### config.mk
export PLATFORM = sky130hd
export DESIGN_NAME = fetch_stage_flat
export DESIGN_NICKNAME = d
export VERILOG_FILES = /design/src/rtl/fetch_stage_if.sv /design/src/rtl/fetch_stage.sv /design/src/flat_wrapper.sv
export SDC_FILE = /design/constraint.sdc
export NUM_CORES = 1
export LEC_CHECK = 0
export CORE_UTILIZATION = 45
export DETAILED_ROUTE_END_ITERATION = 6
export PLACE_DENSITY_LB_ADDON = 0.12
export SETUP_SLACK_MARGIN = 0.2
export SLEW_MARGIN = 20
export SYNTH_ARGS = -nofsm -noshare
export SYNTH_HDL_FRONTEND = slang
export SYNTH_SLANG_ARGS = --single-unit
export TNS_END_PERCENT = 50
### constraint.sdc
create_clock -name clk -period 2.25 [get_ports clk]
set_input_delay 0.45 -clock clk [delete_from_list [all_inputs] [get_ports clk]]
set_output_delay 0.45 -clock clk [all_outputs]
set_load 0.01 [all_outputs]
### src/rtl/fetch_stage_if.sv
// IF-stage bus bundle: instruction-memory port, hazard/redirect inputs, IF/ID outputs.
// Latency: none; this is a passive grouping of wires.
// Backpressure: imem_ready from memory; stall_if from the hazard unit.
interface fetch_stage_if;
  // instruction memory port
  logic        imem_req;
  logic [31:0] imem_addr;
  logic        imem_ready;
  logic [31:0] imem_rdata;
  // hazard unit and ID-stage redirect
  logic        stall_if;
  logic        branch_taken;
  logic [31:0] branch_target;
  // IF/ID pipeline register and decoded fields
  logic [31:0] if_id_instr;
  logic [31:0] if_id_pc_plus4;
  logic        if_id_valid;
  logic [4:0]  rs_addr;
  logic [4:0]  rt_addr;
  logic [15:0] imm16;
  logic [31:0] fetch_count;

  // the fetch stage drives the memory request and the IF/ID register
  modport master (
    output imem_req, imem_addr,
    input  imem_ready, imem_rdata,
    input  stall_if, branch_taken, branch_target,
    output if_id_instr, if_id_pc_plus4, if_id_valid,
    output rs_addr, rt_addr, imm16, fetch_count
  );

  // memory, hazard unit and ID stage see the mirror image
  modport slave (
    input  imem_req, imem_addr,
    output imem_ready, imem_rdata,
    output stall_if, branch_taken, branch_target,
    input  if_id_instr, if_id_pc_plus4, if_id_valid,
    input  rs_addr, rt_addr, imm16, fetch_count
  );
endinterface

### src/rtl/fetch_stage.sv
// MIPS IF stage: owns the PC, issues ready-handshaked fetches, loads the IF/ID register.
// Latency: word accepted at posedge N is visible in IF/ID from cycle N+1; 1 instr/cycle.
// Backpressure: stall_if parks an accepted word in a skid register; imem_ready=0 inserts bubbles.
module fetch_stage #(
  parameter logic [31:0] RESET_PC = 32'h0000_0000
) (
  input  logic          clk,
  input  logic          reset,
  fetch_stage_if.master bus
);

  // S_REQ: a request is outstanding at pc. S_HELD: the word for pc was taken
  // during a stall and sits in the skid register; no request is issued.
  typedef enum logic {
    S_REQ  = 1'b0,
    S_HELD = 1'b1
  } state_t;

  state_t      state_q, state_d;
  logic [31:0] pc_q, pc_d;
  logic [31:0] skid_instr_q, skid_instr_d;
  logic [31:0] skid_pc4_q, skid_pc4_d;
  logic [31:0] if_id_instr_q, if_id_instr_d;
  logic [31:0] if_id_pc4_q, if_id_pc4_d;
  logic        if_id_valid_q, if_id_valid_d;
  logic [31:0] fetch_count_q, fetch_count_d;

  logic        redirect;
  logic [31:0] pc_plus4;

  // A branch presented together with a stall is not a real redirect.
  assign redirect = bus.branch_taken & ~bus.stall_if;
  assign pc_plus4 = pc_q + 32'd4;

  // Next-state: redirect wins over everything, then per-state fetch handling.
  always_comb begin
    state_d       = state_q;
    pc_d          = pc_q;
    skid_instr_d  = skid_instr_q;
    skid_pc4_d    = skid_pc4_q;
    if_id_instr_d = if_id_instr_q;
    if_id_pc4_d   = if_id_pc4_q;
    if_id_valid_d = if_id_valid_q;
    fetch_count_d = fetch_count_q;

    if (redirect) begin
      // Squash: wrong-path word (accepted now or buffered) is dropped,
      // pc_plus4 is left alone since a bubble carries no meaningful PC.
      pc_d          = bus.branch_target;
      if_id_instr_d = 32'h0;
      if_id_valid_d = 1'b0;
      skid_instr_d  = 32'h0;
      skid_pc4_d    = 32'h0;
      state_d       = S_REQ;
    end else begin
      case (state_q)
        S_REQ: begin
          if (bus.imem_ready) begin
            if (!bus.stall_if) begin
              if_id_instr_d = bus.imem_rdata;
              if_id_pc4_d   = pc_plus4;
              if_id_valid_d = 1'b1;
              pc_d          = pc_plus4;
              fetch_count_d = fetch_count_q + 32'd1;
            end else begin
              // Memory already answered; keep the word instead of refetching.
              skid_instr_d = bus.imem_rdata;
              skid_pc4_d   = pc_plus4;
              state_d      = S_HELD;
            end
          end else if (!bus.stall_if) begin
            if_id_instr_d = 32'h0;
            if_id_valid_d = 1'b0;
          end
        end
        S_HELD: begin
          if (!bus.stall_if) begin
            if_id_instr_d = skid_instr_q;
            if_id_pc4_d   = skid_pc4_q;
            if_id_valid_d = 1'b1;
            pc_d          = pc_plus4;
            fetch_count_d = fetch_count_q + 32'd1;
            state_d       = S_REQ;
          end
        end
        default: state_d = S_REQ;
      endcase
    end
  end

  // State register with immediate asynchronous reset.
  always_ff @(posedge clk or negedge reset) begin
    if (!reset) begin
      state_q       <= S_REQ;
      pc_q          <= RESET_PC;
      skid_instr_q  <= 32'h0;
      skid_pc4_q    <= 32'h0;
      if_id_instr_q <= 32'h0;
      if_id_pc4_q   <= 32'h0;
      if_id_valid_q <= 1'b0;
      fetch_count_q <= 32'h0;
    end else begin
      state_q       <= state_d;
      pc_q          <= pc_d;
      skid_instr_q  <= skid_instr_d;
      skid_pc4_q    <= skid_pc4_d;
      if_id_instr_q <= if_id_instr_d;
      if_id_pc4_q   <= if_id_pc4_d;
      if_id_valid_q <= if_id_valid_d;
      fetch_count_q <= fetch_count_d;
    end
  end

  // Request is gated by reset so nothing is issued while reset is held.
  assign bus.imem_req       = (state_q == S_REQ) & reset;
  assign bus.imem_addr      = pc_q;
  assign bus.if_id_instr    = if_id_instr_q;
  assign bus.if_id_pc_plus4 = if_id_pc4_q;
  assign bus.if_id_valid    = if_id_valid_q;
  assign bus.fetch_count    = fetch_count_q;

  // Register-file and sign-extender fields come straight off IF/ID.
  assign bus.rs_addr = if_id_instr_q[25:21];
  assign bus.rt_addr = if_id_instr_q[20:16];
  assign bus.imm16   = if_id_instr_q[15:0];

endmodule
### src/flat_wrapper.sv
// flat-port wrapper written by rule: the top's interface ports become plain ports
module fetch_stage_flat 
#(
  parameter logic [31:0] RESET_PC = 32'h0000_0000
)
  (clk, reset, bus_imem_req, bus_imem_addr, bus_imem_ready, bus_imem_rdata, bus_stall_if, bus_branch_taken, bus_branch_target, bus_if_id_instr, bus_if_id_pc_plus4, bus_if_id_valid, bus_rs_addr, bus_rt_addr, bus_imm16, bus_fetch_count);
  fetch_stage_if bus_i ();
  input  logic clk;
  input  logic reset;
  output wire logic [$bits(bus_i.imem_req)-1:0] bus_imem_req;
  output wire logic [$bits(bus_i.imem_addr)-1:0] bus_imem_addr;
  input wire logic [$bits(bus_i.imem_ready)-1:0] bus_imem_ready;
  input wire logic [$bits(bus_i.imem_rdata)-1:0] bus_imem_rdata;
  input wire logic [$bits(bus_i.stall_if)-1:0] bus_stall_if;
  input wire logic [$bits(bus_i.branch_taken)-1:0] bus_branch_taken;
  input wire logic [$bits(bus_i.branch_target)-1:0] bus_branch_target;
  output wire logic [$bits(bus_i.if_id_instr)-1:0] bus_if_id_instr;
  output wire logic [$bits(bus_i.if_id_pc_plus4)-1:0] bus_if_id_pc_plus4;
  output wire logic [$bits(bus_i.if_id_valid)-1:0] bus_if_id_valid;
  output wire logic [$bits(bus_i.rs_addr)-1:0] bus_rs_addr;
  output wire logic [$bits(bus_i.rt_addr)-1:0] bus_rt_addr;
  output wire logic [$bits(bus_i.imm16)-1:0] bus_imm16;
  output wire logic [$bits(bus_i.fetch_count)-1:0] bus_fetch_count;
  assign bus_imem_req = bus_i.imem_req;
  assign bus_imem_addr = bus_i.imem_addr;
  assign bus_i.imem_ready = bus_imem_ready;
  assign bus_i.imem_rdata = bus_imem_rdata;
  assign bus_i.stall_if = bus_stall_if;
  assign bus_i.branch_taken = bus_branch_taken;
  assign bus_i.branch_target = bus_branch_target;
  assign bus_if_id_instr = bus_i.if_id_instr;
  assign bus_if_id_pc_plus4 = bus_i.if_id_pc_plus4;
  assign bus_if_id_valid = bus_i.if_id_valid;
  assign bus_rs_addr = bus_i.rs_addr;
  assign bus_rt_addr = bus_i.rt_addr;
  assign bus_imm16 = bus_i.imm16;
  assign bus_fetch_count = bus_i.fetch_count;
  fetch_stage #(.RESET_PC(RESET_PC)) u_core (.clk(clk), .reset(reset), .bus(bus_i));
endmodule
-- Yosys cells after proc, flatten, opt, wreduce, memory -nomap -nowiden
Index checks and enable logic that the tools add are counted.
- add/sub/neg operators: 2
- reduce and logical (&&, ||, !) cells: 6
- $mul: 0
- divide/modulo/power cells: 0
- shifts and indexed selects: 0
- $lt $le $gt $ge: 0
- mux-type cells: 34
- equality and inequality tests: 8
- bitwise logic cells: 5
- operators with widths (cell ; count):
    2-to-1 mux 32 bit ; 21
    one-hot mux 32 bit (2 select lines) ; 4
    adder 32 x 1 -> 32 bit, second input constant ; 1
    adder 32 x 3 -> 32 bit, second input constant ; 1
    inequality test 2 bit, second input constant ; 4
    2-to-1 mux 1 bit ; 7
    inequality test 3 x 2 -> 1 bit, second input constant ; 2
    inequality test 4 x 3 -> 1 bit, second input constant ; 1
    one-hot mux 1 bit (2 select lines) ; 2
    AND reduction 2 bit ; 2
    AND reduction 4 bit ; 1
    nonzero test 2 bit ; 2
    inequality test 3 bit, second input constant ; 1
    NOT 1 bit ; 3
    AND reduction 3 bit ; 1
    AND 1 bit ; 2
- memories: 0
- word-level logic and storage cells: 63
- bits of input ports: 69
- RAM bits: 0
- bits in latches: 0
- memory bits (read-only): 0
- bits in registers: 194

-- Depth between registers and ports, before layout
Gate-level depths: netlist of run 1.
- depth in word-level cells: 5
- mapped depth: 8
- gate-level depth less buffers: 6

-- Worst setup path before layout of run 1
No wires, ideal clock.
- path type: flip-flop to flip-flop
- start: reg u_core.pc_q[21] (netlist: u_core.bus.imem_addr[21])
- end: reg u_core.if_id_pc4_q[26] (netlist: u_core.bus.if_id_pc_plus4[26])
- required time: 2.126 ns
- cell stages (with the launch flop): 8
- period minus slack after synthesis: 2.419 ns
- library setup time: 0.124 ns
- data arrival time: 2.295 ns
- path buffers: 2
- path slack: -0.169 ns
- path through: dfrtp_1 clkbuf_1 nand3_1 or4_1 buf_2 nor3_1 mux2_2 a211o_1
- longest elaborated chain between the ends: 4
- ends and longest elaborated chain (item ; RTL line ; RTL):
    start: declaration ; fetch_stage.sv:20 ; logic [31:0] pc_q, pc_d;
    start signal: assignment ; fetch_stage.sv:104 ; pc_q <= pc_d;
    adder 32 x 3 -> 32 bit ; fetch_stage.sv:33 ; assign pc_plus4 = pc_q + 32'd4;
    2-to-1 mux 32 bit ; fetch_stage.sv:59 ; if (!bus.stall_if) begin
    2-to-1 mux 32 bit ; fetch_stage.sv:58 ; if (bus.imem_ready) begin
    one-hot mux 32 bit (2 select lines) ; fetch_stage.sv:56 ; case (state_q)
    end signal: assignment ; fetch_stage.sv:108 ; if_id_pc4_q <= if_id_pc4_d;
    end: declaration ; fetch_stage.sv:24 ; logic [31:0] if_id_pc4_q, if_id_pc4_d;
Every way passes these cells. The select of a mux whose other input is x is not followed.
A chain may end at the register's enable or synchronous reset.

-- Worst setup path in the final report of run 1
- start: reg u_core.pc_q[19] (netlist: u_core.bus.imem_addr[19])
- end: out bus_imem_addr[19]
- RTL lines (item ; RTL line ; RTL):
    end: declaration ; flat_wrapper.sv:11 ; output wire logic [$bits(bus_i.imem_addr)-1:0] bus_imem_addr;
No word-level cell between the ends.

==> metrics.md, run 1 <==
| Metric | Value |
|---|---|
| Root buffer cell | `clkbuf_16` |
| Final worst path period share | `92.4%` |
| Gr ovfl total | `0` |
| Post-synth EDFFs | `0` |
| I/O pin cnt | `roughly 230` |
| Worst-Margin Slew | `0.639 ns` |
| Fraction of registers with async set/reset | `100%` |
| Critical path's slowest cell | `clkdlybuf4s50_1` |
| Seq/Total Area, Yosys | `about half` |
| TritonCTS sink count | `a little under 200` |
| Antenna Cells | `0` |
| Syn Area/Cell | `8.99 µm²` |
| RSZ-0062 raised after global routing | `true` |
| Multi-input gate area | `4240 µm²` |
| Crit path largest cell delay | `0.53 ns` |
| Standard-cell rows | `52` |
| Top-area cell type share of the netlist area | `about half` |
| Die X | `147 µm` |
| P per Cell Area | `around 760 nW/µm²` |
| Synth Net Count | `between 1000 and 1500` |
| Total power | `just over 10000 µW` |
| FF-to-FF setup slack | `0.19 ns` |
| Cell taking the most area after synthesis | `dfrtp_1` |
| CTS Buffer Depth | `2` |
| Maxcap violations | `0` |
| Post-DP HPWL | `approximately 18 mm` |
| GP Congestion | `around 0.86` |
| Count of input and output buffers | `between 200 and 250` |
| Post-synthesis instance total | `about 1100` |
| Vias per Instance | `about 5.5` |
| CTS clk-pin slew, worst paths | `0.07 ns` |
| Nets | `around 1400` |
| CP Max Fanout | `7` |
| Reg-to-Reg Start | `u_core.bus.imem_addr[19]` |
| # DRC | `0` |
| TritonCTS Buffers | `17` |
| Pins over their slew limit | `0` |
| Endpoints failing setup | `0` |
| Slew headroom | `a little under three fifths` |
| Avg WL per Cell | `roughly 17 µm` |
| Largest cells by area after synthesis | `dfrtp_1 (51%), nand2_1 (6.5%), o21ai_0 (4.9%)` |
| Die Y | `147 µm` |
| Critical path class | `reg2out` |
| Initial Utilization | `46.4%` |
| First-pass GRT wire length | `roughly 43 mm` |
| Hold_buf cts | `0` |
| Largest net degree at the start of global routing | `between 100 and 150` |
| Remaining antenna violation count | `0` |
| Die area | `between 20000 and 25000 µm²` |
| Hold Path Class | `in2async` |
| GRT Total Usage | `between 20% and 30%` |
| Worst vdd ir | `between 0.5 and 0.6 mV` |
| Yosys warns | `0` |
| Antenna violations before repair | `0` |
| Drt pass-1 iters | `5` |
| R2R Path End | `u_core.bus.if_id_pc_plus4[27]` |
| H-tree level count | `4` |
| Final WL | `26.7 mm` |
| WP data required | `between 1.5 and 2 ns` |
| Max Clock Skew | `between 0.01 and 0.015 ns` |
| Status | `finished clean` |
| Ys flop type | `dfrtp_1` |
| Worst setup SP type | `flop` |
| Worst skew pair latency | `around 0.43 ns` |
| CP most frequent cell | `buf_4` |
| Data arrival time of the critical path | `1.63 ns` |
| First DRT Iteration DRCs | `approximately 560` |
| Fin Hold WS | `around 0.14 ns` |
| R2R depth | `6` |
| Storage cell area | `roughly 4900 µm²` |
| Crit path max-delay family | `buffers and inverters` |
| Worst Path Buf+Inv | `3` |
| Unique masters post-synth | `47` |
| Vias | `8675` |
| Area Overhead vs Synth | `40.5%` |
| Lkg Pwr | `~0.0059 µW` |
| Filler cell count | `1743` |
| Max frequency | `481 MHz` |
| CTS tree | `yes` |
| Final Critical Period | `2.08 ns` |
| Yosys reg bits | `slightly below 200` |
| Core area | `20400 µm²` |
| Synthesized area | `between 9000 and 10000 µm²` |
| Vias in the first global route | `between 8000 and 9000` |
| Cell Chain, Critical Path | `buf_4, buf_4, clkdlybuf4s50_1` |
| Worst Setup End Kind | `output pin` |
| Layout cells sized above 1 | `a little over an eighth` |
| Cell count along the critical path | `3` |
| Final-report hold violation count | `0` |
## final cells by class
type,count,area share [%]
inverters,10,0.282
repair buffers,323,24.2
multi-input cells,745,31.9
clock buffers,19,3.40
well taps,270,2.54
clock inverters,13,1.21
flip-flops and latches,194,36.5
## per-layer routing
layer | wire [µm] | global-route usage, % | up-vias | share of wire [%]
met4 | 344 | 6.55 | 0 | 1.3
met5 | 0 | 0 | - | 0
met3 | 1730 | 4.13 | 24 | 6.5
li1 | - | - | 4122 | -
met1 | 12000 | 34.4 | 4216 | 45
met2 | 12700 | 41.4 | 313 | 48
## sequential cells by signal (all words and copies together), names as in the netlist
name                       count
u_core.bus.fetch_count        32
u_core.bus.if_id_pc_plus4     32
u_core.bus.if_id_instr        32
u_core.bus.if_id_valid         1
u_core.skid_instr_q           32
u_core.bus.imem_addr          32
u_core.state_q                 1
u_core.skid_pc4_q             32
## where the power goes
group | leakage (µW) | internal [µW] | switching, µW
sequential | 0.00247 | 3940 | 332
clock | 0.000303 | 1740 | 1410
combinational | 0.00312 | 1360 | 1310
## placed cells by master (no fill, tap or decap), drive strengths merged, types with 5 or more instances in the layout
master | Yosys | routed
clkdlybuf4s50 | 0 | 222
dfrtp | 194 | 194
nand2 | 165 | 165
buf | 39 | 98
o21ai | 94 | 94
nand3 | 89 | 89
a21oi | 71 | 71
and3 | 54 | 54
nor2 | 53 | 53
xnor2 | 39 | 39
nor3 | 37 | 37
clkbuf | 66 | 21
nand4 | 17 | 17
xor2 | 17 | 17
inv | 10 | 17
a311oi | 12 | 12
mux2i | 10 | 10
o31ai | 10 | 10
a211oi | 8 | 8
nor4 | 7 | 7
and2 | 7 | 7
o22ai | 6 | 6
and4 | 6 | 6
nor2b | 5 | 5
## cell usage after synthesis (3+ instances only)
| cell type | n |
|---|---|
| buf_1 | 8 |
| a311oi_1 | 12 |
| dfrtp_1 | 194 |
| xor2_1 | 17 |
| a211oi_1 | 8 |
| xnor2_1 | 39 |
| buf_2 | 5 |
| inv_1 | 10 |
| nand2_1 | 165 |
| nor2b_1 | 5 |
| and4_1 | 6 |
| nor3_1 | 36 |
| nand4_1 | 17 |
| and2_1 | 7 |
| buf_4 | 26 |
| o31ai_1 | 10 |
| nor2_1 | 53 |
| and3_1 | 54 |
| o22ai_1 | 6 |
| a21o_1 | 4 |
| nand3_1 | 88 |
| nor4_1 | 7 |
| a21oi_1 | 71 |
| mux2i_1 | 10 |
| a211o_1 | 3 |
| mux2_2 | 4 |
| or2_2 | 4 |
| o21ai_0 | 93 |
| clkbuf_1 | 66 |
## cell families (layout without fill, tap and decap cells)
logic type | Yosys count | after routing | synth area share [%]
fa+ha+maj | 2 | 2 | 0.264
xor+xnor | 56 | 56 | 5.17
buf+inv | 115 | 365 | 5.65
compound gates | 219 | 219 | 13.2
simple gates | 454 | 454 | 23.0
mux | 14 | 14 | 1.53
flops | 194 | 194 | 51.2
## what timing repair did
item                                    CTS  global route
cloned                                    0             1
resized for setup                         4            23
buffers inserted                          3             5
pin swaps                                 2             3
endpoints found under the setup margin   11            30
## per-stage QoR
| stage | utilization [%] | instances | setup TNS (ns) | setup WS [ns] | area (µm²) |
|---|---|---|---|---|---|
| 2_1_floorplan | - | 1054 | 0 | 0.116 | 9550 |
| 3_3_place_gp | 61.3 | 1533 | -2.55 | -0.126 | 12500 |
| 3_5_place_dp | 61.3 | 1533 | -5.25 | -0.158 | 12500 |
| 4_1_cts | 64.4 | 1568 | 0 | 0.161 | 13200 |
| 5_1_grt | 65.2 | 1574 | 0 | 0.118 | 13300 |
| 6_report | 65.2 | 1574 | 0 | 0.170 | 13300 |
## worst max-delay path by stage
stage | startpoint | to
2_1_floorplan | u_core.bus.imem_addr[21] | u_core.bus.if_id_pc_plus4[27]
3_3_place_gp | bus_imem_ready | u_core.bus.fetch_count[27]
3_5_place_dp | bus_imem_ready | u_core.bus.fetch_count[27]
4_1_cts | u_core.bus.fetch_count[16] | u_core.bus.fetch_count[27]
5_1_grt | u_core.bus.imem_addr[19] | bus_imem_addr[19]
6_report | u_core.bus.imem_addr[19] | bus_imem_addr[19]
No activity file was read; power rests on OpenSTA's default activity.
==> run 2, diff against run 1 <==
CELL_PAD_IN_SITES_DETAIL_PLACEMENT = 0   (was default)
CELL_PAD_IN_SITES_GLOBAL_PLACEMENT = 1   (was default)
CORE_UTILIZATION = 34   (was 45)
==> metrics.md, run 2 (synthesized netlist as in run 1, its figures left out) <==
| Metric | Value |
|---|---|
| Cell Chain, Critical Path | `clkdlybuf4s50_1` |
| Hold Path Class | `in2async` |
| Count of input and output buffers | `224 (unchanged)` |
| First DRT Iteration DRCs | `585 (+4.8%)` |
| H-tree level count | `4 (unchanged)` |
| Worst Setup End Kind | `output pin` |
| Maxcap violations | `0 (unchanged)` |
| Critical path class | `reg2out` |
| TritonCTS sink count | `194 (unchanged)` |
| Cell count along the critical path | `1 (-2)` |
| Met1 usage | `29.0% (-5.3 points)` |
| Post-DP HPWL | `19.9 mm (+9.0%)` |
| P per Cell Area | `757 nW/µm² (about the same)` |
| Layout cells sized above 1 | `13.5% (-0.13 points)` |
| FF-to-FF setup slack | `0.21 ns (+0.02 ns)` |
| CTS tree | `yes` |
| Reg-to-Reg Start | `u_core.bus.imem_addr[14]` |
| CP Max Fanout | `9 (+2)` |
| Remaining antenna violation count | `0 (unchanged)` |
| WP data required | `1.80 ns (about the same)` |
| First-pass GRT wire length | `46.6 mm (+7.2%)` |
| Die Y | `169 µm (+15%)` |
| Max frequency | `486 MHz (+1.1%)` |
| GP Congestion | `0.785 (-9.0%)` |
| Antenna Cells | `0 (unchanged)` |
| Post-DP Area | `12600 µm² (+0.40%)` |
| Worst setup SP type | `flop` |
| Non-filler cells, final | `1674 (+6.4%)` |
| Root buffer cell | `clkbuf_16` |
| Status | `finished clean` |
| Slew headroom | `57.6% (+0.21 points)` |
| Data arrival time of the critical path | `1.61 ns (-0.02 ns)` |
| Largest net degree at the start of global routing | `105 (-2.8%)` |
| Most frequent cells in the layout | `clkdlybuf4s50_1 (221), dfrtp_1 (191), nand2_1 (162)` |
| Worst Path Buf+Inv | `1 (-2)` |
| Nets | `1360 (-0.15%)` |
| Final-report hold violation count | `0 (unchanged)` |
| # DRC | `0 (unchanged)` |
| Final Cell Area | `13400 µm² (+0.59%)` |
| CTS Buffer Depth | `2 (unchanged)` |
| Pins over their slew limit | `0 (unchanged)` |
| GRT Total Usage | `20.8% (-4.3 points)` |
| Max Clock Skew | `0.0131 ns (-0.000243 ns)` |
| Worst-Margin Slew | `0.636 ns (-0.00312 ns)` |
| CTS clk-pin slew, worst paths | `0.08 ns (about the same)` |
| Final Critical Period | `2.06 ns (-0.0217 ns)` |
| Worst skew pair latency | `0.43 ns (about the same)` |
| Drt pass-1 iters | `5 (unchanged)` |
| RSZ-0062 raised after global routing | `true` |
| Worst vdd ir | `0.469 mV (-18%)` |
| GRT Max-Usage Layer | `met2` |
| Most common cell after layout, fill and taps aside | `clkdlybuf4s50_1` |
| Die X | `169 µm (+15%)` |
| Standard-cell rows | `60 (+15%)` |
| Die area | `28500 µm² (+32%)` |
| Area Overhead vs Synth | `41.4%` |
| Met2 usage | `33.7% (-7.7 points)` |
| Avg WL per Cell | `17.5 µm (+3.1%)` |
| TritonCTS Buffers | `17 (unchanged)` |
| Final worst path period share | `91.5% (-0.97 points)` |
| Placed Instances | `1630 (+6.3%)` |
| Crit path to | `bus_imem_addr[25]` |
| Gr ovfl total | `0 (unchanged)` |
| Endpoints failing setup | `0 (unchanged)` |
| I/O pin cnt | `225 (unchanged)` |
| Vias per Instance | `5.07 (-8.0%)` |
| Vias | `8489 (-2.1%)` |
| Core area | `27200 µm² (+33%)` |
| Critical path's slowest cell | `clkdlybuf4s50_1` |
| R2R depth | `6 (unchanged)` |
| Antenna violations before repair | `0 (unchanged)` |
| Final WL | `29.3 mm (+9.7%)` |
| Met3 Use GR | `3.72% (-0.41 points)` |
| R2R Path End | `u_core.bus.if_id_pc_plus4[26]` |
| Worst Setup SP | `u_core.bus.imem_addr[25]` |
| Initial Utilization | `34.9% (-12 points)` |
| Vias in the first global route | `8349 (-0.84%)` |
| Filler cell count | `2656 (+52%)` |
| Lkg Pwr | `0.00589 µW (-0.18%)` |
| Crit path largest cell delay | `0.61 ns (+0.08 ns)` |
| Crit path max-delay family | `buffers and inverters` |
## run 2: area by class of cell
type | instances | area, µm² | share of cell area, %
sequential | 194 | 4860 | 36.3
clock inverter | 15 | 191 | 1.43
tap | 372 | 465 | 3.47
inverter | 10 | 37.5 | 0.280
clock buffer | 17 | 425 | 3.18
timing repair buffer | 321 | 3160 | 23.6
multi-input combinational | 745 | 4260 | 31.8
## run 2: worst min-delay path by stage
stage,start,cells past startpoint,slack [ns],to
after global routing,reset,2,0.19,u_core.bus.imem_addr[0]
after CTS,reset,2,0.19,u_core.bus.fetch_count[8]
final,reset,2,0.15,u_core.bus.if_id_pc_plus4[10]
after detailed placement,u_core.bus.if_id_pc_plus4[19],2,0.47,u_core.bus.if_id_pc_plus4[19]
after global placement,u_core.bus.if_id_pc_plus4[12],1,0.46,u_core.bus.if_id_pc_plus4[12]
after floorplan,reset,0,0.15,u_core.bus.fetch_count[0]
## run 2: timing repair
| item | 4_1_cts | 5_1_grt |
|---|---|---|
| pin swaps | 3 | 6 |
| setup buffers | 5 | 7 |
| hold buffers | 0 | 0 |
| gates resized for setup | 6 | 22 |
| endpoints found under the setup margin | 11 | 41 |
## run 2: routing by layer
layer,wire length [µm],vias to the layer above
met5,0,-
li1,-,4126
met1,13800,4112
met2,13900,236
met3,1290,15
met4,279,0
## run 2: per-stage QoR
| step | TNS [ns] | power [µW] | hold WS, ns | utilization (%) | worst slack [ns] |
|---|---|---|---|---|---|
| floorplan | 0 | 5480 | 0.154 | - | 0.116 |
| global placement | -8.22 | 6980 | 0.463 | 46.2 | -0.217 |
| detailed placement | -10.23 | 6990 | 0.470 | 46.2 | -0.226 |
| CTS | 0 | 10200 | 0.190 | 48.7 | 0.119 |
| global route | 0 | 10700 | 0.194 | 49.3 | 0.110 |
| finish | 0 | 10100 | 0.152 | 49.3 | 0.192 |
## run 2: worst register-to-register path, stage by stage (launching register included)
cell	delay (ns)
dfrtp_1	0.36
nand4_1	0.19
or4_4	0.48
buf_12	0.17
nor3_4	0.16
mux2_4	0.32
a211o_1	0.26
## run 2: power by group
| part | switching [µW] | internal (µW) | leakage (µW) |
|---|---|---|---|
| Combinational | 1320 | 1360 | 0.00311 |
| Sequential | 327 | 3940 | 0.00248 |
| Clock | 1580 | 1620 | 0.000298 |
==> run 3, diff against run 2 <==
CORE_UTILIZATION = 38   (was 34)
clock period = 2.33 ns   (was 2.25 ns; I/O delays follow)
==> metrics.md, run 3 (synthesized netlist as in run 1, its figures left out) <==
| Metric | Value |
|---|---|
| Status | `finished clean` |
| Post-DP Area | `12400 µm² (-1.3%)` |
| CTS clk-pin slew, worst paths | `0.08 ns (about the same)` |
| Critical path class | `reg2reg` |
| Sw Share | `31.8% (about the same)` |
| Die Y | `160 µm (-5.3%)` |
| Logic pwr share | `25.9% (-0.5 points)` |
| Worst-Margin Slew | `0.822 ns (+0.186 ns)` |
| Final-report hold violation count | `0 (unchanged)` |
| Nets | `1344 (-1.2%)` |
| Worst Path Buf+Inv | `1 (unchanged)` |
| CP Max Fanout | `13 (+4)` |
| Clk pwr share | `30.9% (-0.6 points)` |
| Pins over their slew limit | `0 (unchanged)` |
| First-pass GRT wire length | `45.3 mm (-2.9%)` |
| First DRT Iteration DRCs | `442 (-24%)` |
| Final Cell Area | `13100 µm² (-2.5%)` |
| I/O pin cnt | `225 (unchanged)` |
| Count of input and output buffers | `224 (unchanged)` |
| Vias | `8364 (-1.5%)` |
| Standard-cell rows | `57 (-5.0%)` |
| Initial Utilization | `38.9% (+4.0 points)` |
| Core area | `24400 µm² (-10%)` |
| TritonCTS sink count | `194 (unchanged)` |
| Most frequent cells in the layout | `clkdlybuf4s50_1 (221), dfrtp_1 (191), nand2_1 (162)` |
| Die area | `25600 µm² (-10%)` |
| Hold Path Class | `in2async` |
| Avg WL per Cell | `17.2 µm (-1.5%)` |
| Crit path largest cell delay | `0.52 ns (-0.09 ns)` |
| GP Congestion | `0.807 (+2.9%)` |
| Data arrival time of the critical path | `2.40 ns (+0.79 ns)` |
| Pre-CTS WS | `-0.114 ns (+0.112 ns)` |
| Vias in the first global route | `8231 (-1.4%)` |
| Final worst path period share | `between 80% and 90%` |
| Hold_buf cts | `0 (unchanged)` |
| P_sw | `3050 µW (-5.4%)` |
| Antenna Cells | `0 (unchanged)` |
| RSZ-0062 raised after global routing | `true` |
| Cell Chain, Critical Path | `and3_1, nand4_1, buf_4, nor3_4, mux2_4, a211o_1` |
| Final WL | `27.8 mm (-5.3%)` |
| Worst skew pair latency | `0.44 ns (about the same)` |
| # DRC | `0 (unchanged)` |
| Remaining antenna violation count | `0 (unchanged)` |
| Final Critical Period | `roughly 2.1 ns` |
| CTS Buffer Depth | `2 (unchanged)` |
| Layout cells sized above 1 | `11.4% (-2.1 points)` |
| WP data required | `2.65 ns (+0.85 ns)` |
| Slew headroom | `45.2% (-12 points)` |
| Final setup margin | `0.247 ns (+0.0549 ns)` |
| Max frequency | `roughly 480 MHz` |
| Area Overhead vs Synth | `37.8%` |
| Max Clock Skew | `0.0158 ns (+0.00273 ns)` |
| Final core occ | `53.6% (+4.3 points)` |
| Die X | `160 µm (-5.3%)` |
| CTS tree | `yes` |
| Int Pwr | `6540 µW (-5.4%)` |
| Lkg Pwr | `0.00575 µW (-2.3%)` |
| Post-DP HPWL | `18.7 mm (-5.8%)` |
| Most common cell after layout, fill and taps aside | `clkdlybuf4s50_1` |
| Filler cell count | `2323 (-13%)` |
| Largest net degree at the start of global routing | `152 (+45%)` |
| Worst Setup End Kind | `flop` |
| Drt pass-1 iters | `5 (unchanged)` |
| Endpoints failing setup | `0 (unchanged)` |
| H-tree level count | `4 (unchanged)` |
| Gr ovfl total | `0 (unchanged)` |
| Sequential Power Share | `43.3% (+1.2 points)` |
| Maxcap violations | `0 (unchanged)` |
| Root buffer cell | `clkbuf_16` |
| Crit path max-delay family | `simple AND/OR/NAND/NOR gates` |
| P per Cell Area | `734 nW/µm² (-3.0%)` |
| Antenna violations before repair | `0 (unchanged)` |
| GRT Total Usage | `22.2% (+1.4 points)` |
| Critical path's slowest cell | `dfrtp_1` |
| Worst setup SP type | `flop` |
| Vias per Instance | `5.20 (+2.4%)` |
| Worst vdd ir | `0.372 mV (-21%)` |
| TritonCTS Buffers | `17 (unchanged)` |
-- run 3: power by group through the flow --
stage | Clock, µW | Combinational, µW | Sequential, µW
finish | 2960 | 2480 | 4150
global route | 3160 | 2710 | 4220
floorplan | 0 | 981 | 4310
CTS | 3040 | 2500 | 4150
detailed placement | 0 | 2480 | 4210
global placement | 0 | 2460 | 4210
-- run 3: final timing paths --
kind | startpoint | cells after the start | slack, ns | end
min reg2reg | u_core.bus.if_id_pc_plus4[2] | 2 | 0.48 | u_core.bus.if_id_pc_plus4[2]
max | u_core.bus.imem_addr[4] | 6 | 0.25 | u_core.bus.if_id_pc_plus4[27]
min | reset | 2 | 0.20 | u_core.bus.if_id_instr[28]
max reg2reg | u_core.bus.imem_addr[4] | 6 | 0.25 | u_core.bus.if_id_pc_plus4[27]
min in group clk | u_core.bus.if_id_pc_plus4[2] | 2 | 0.48 | u_core.bus.if_id_pc_plus4[2]
max in group asynchronous | reset | 2 | 1.46 | u_core.bus.imem_addr[7]
-- run 3: per-layer routing --
layer,global-route usage [%],up-vias,wire (µm)
met2,35.1,222,13000
met3,3.14,21,1210
met5,0,-,0
met4,5.84,0,317
li1,-,4101,-
met1,32.0,4020,13200
-- run 3: layout make-up --
type                            instances  area [µm²]  area share, %
Timing Repair Buffer                  305        3000           23.0
Sequential cell                       194        4860           37.2
Tap cell                              324         405           3.10
Clock buffer                           18         439           3.36
Inverter                               10        37.5          0.287
Multi-Input combinational cell        745        4170           31.9
Clock inverter                         14         154           1.18
-- run 3: timing repair --
action	4_1_cts	5_1_grt
gates resized for setup	4	8
setup buffers	1	2
setup endpoints to repair	6	17
pin swaps	1	4
gates cloned	0	0
-- run 3: stage by stage --
| stage | TNS, ns | power [µW] | cells | hold WS (ns) |
|---|---|---|---|---|
| detailed placement | -2.87 | 6690 | 1575 | 0.465 |
| global route | 0 | 10100 | 1610 | 0.228 |
| finish | 0 | 9590 | 1610 | 0.200 |
| CTS | 0 | 9690 | 1608 | 0.203 |
| floorplan | 0 | 5290 | 1054 | 0.170 |
| global placement | -1.54 | 6670 | 1575 | 0.461 |
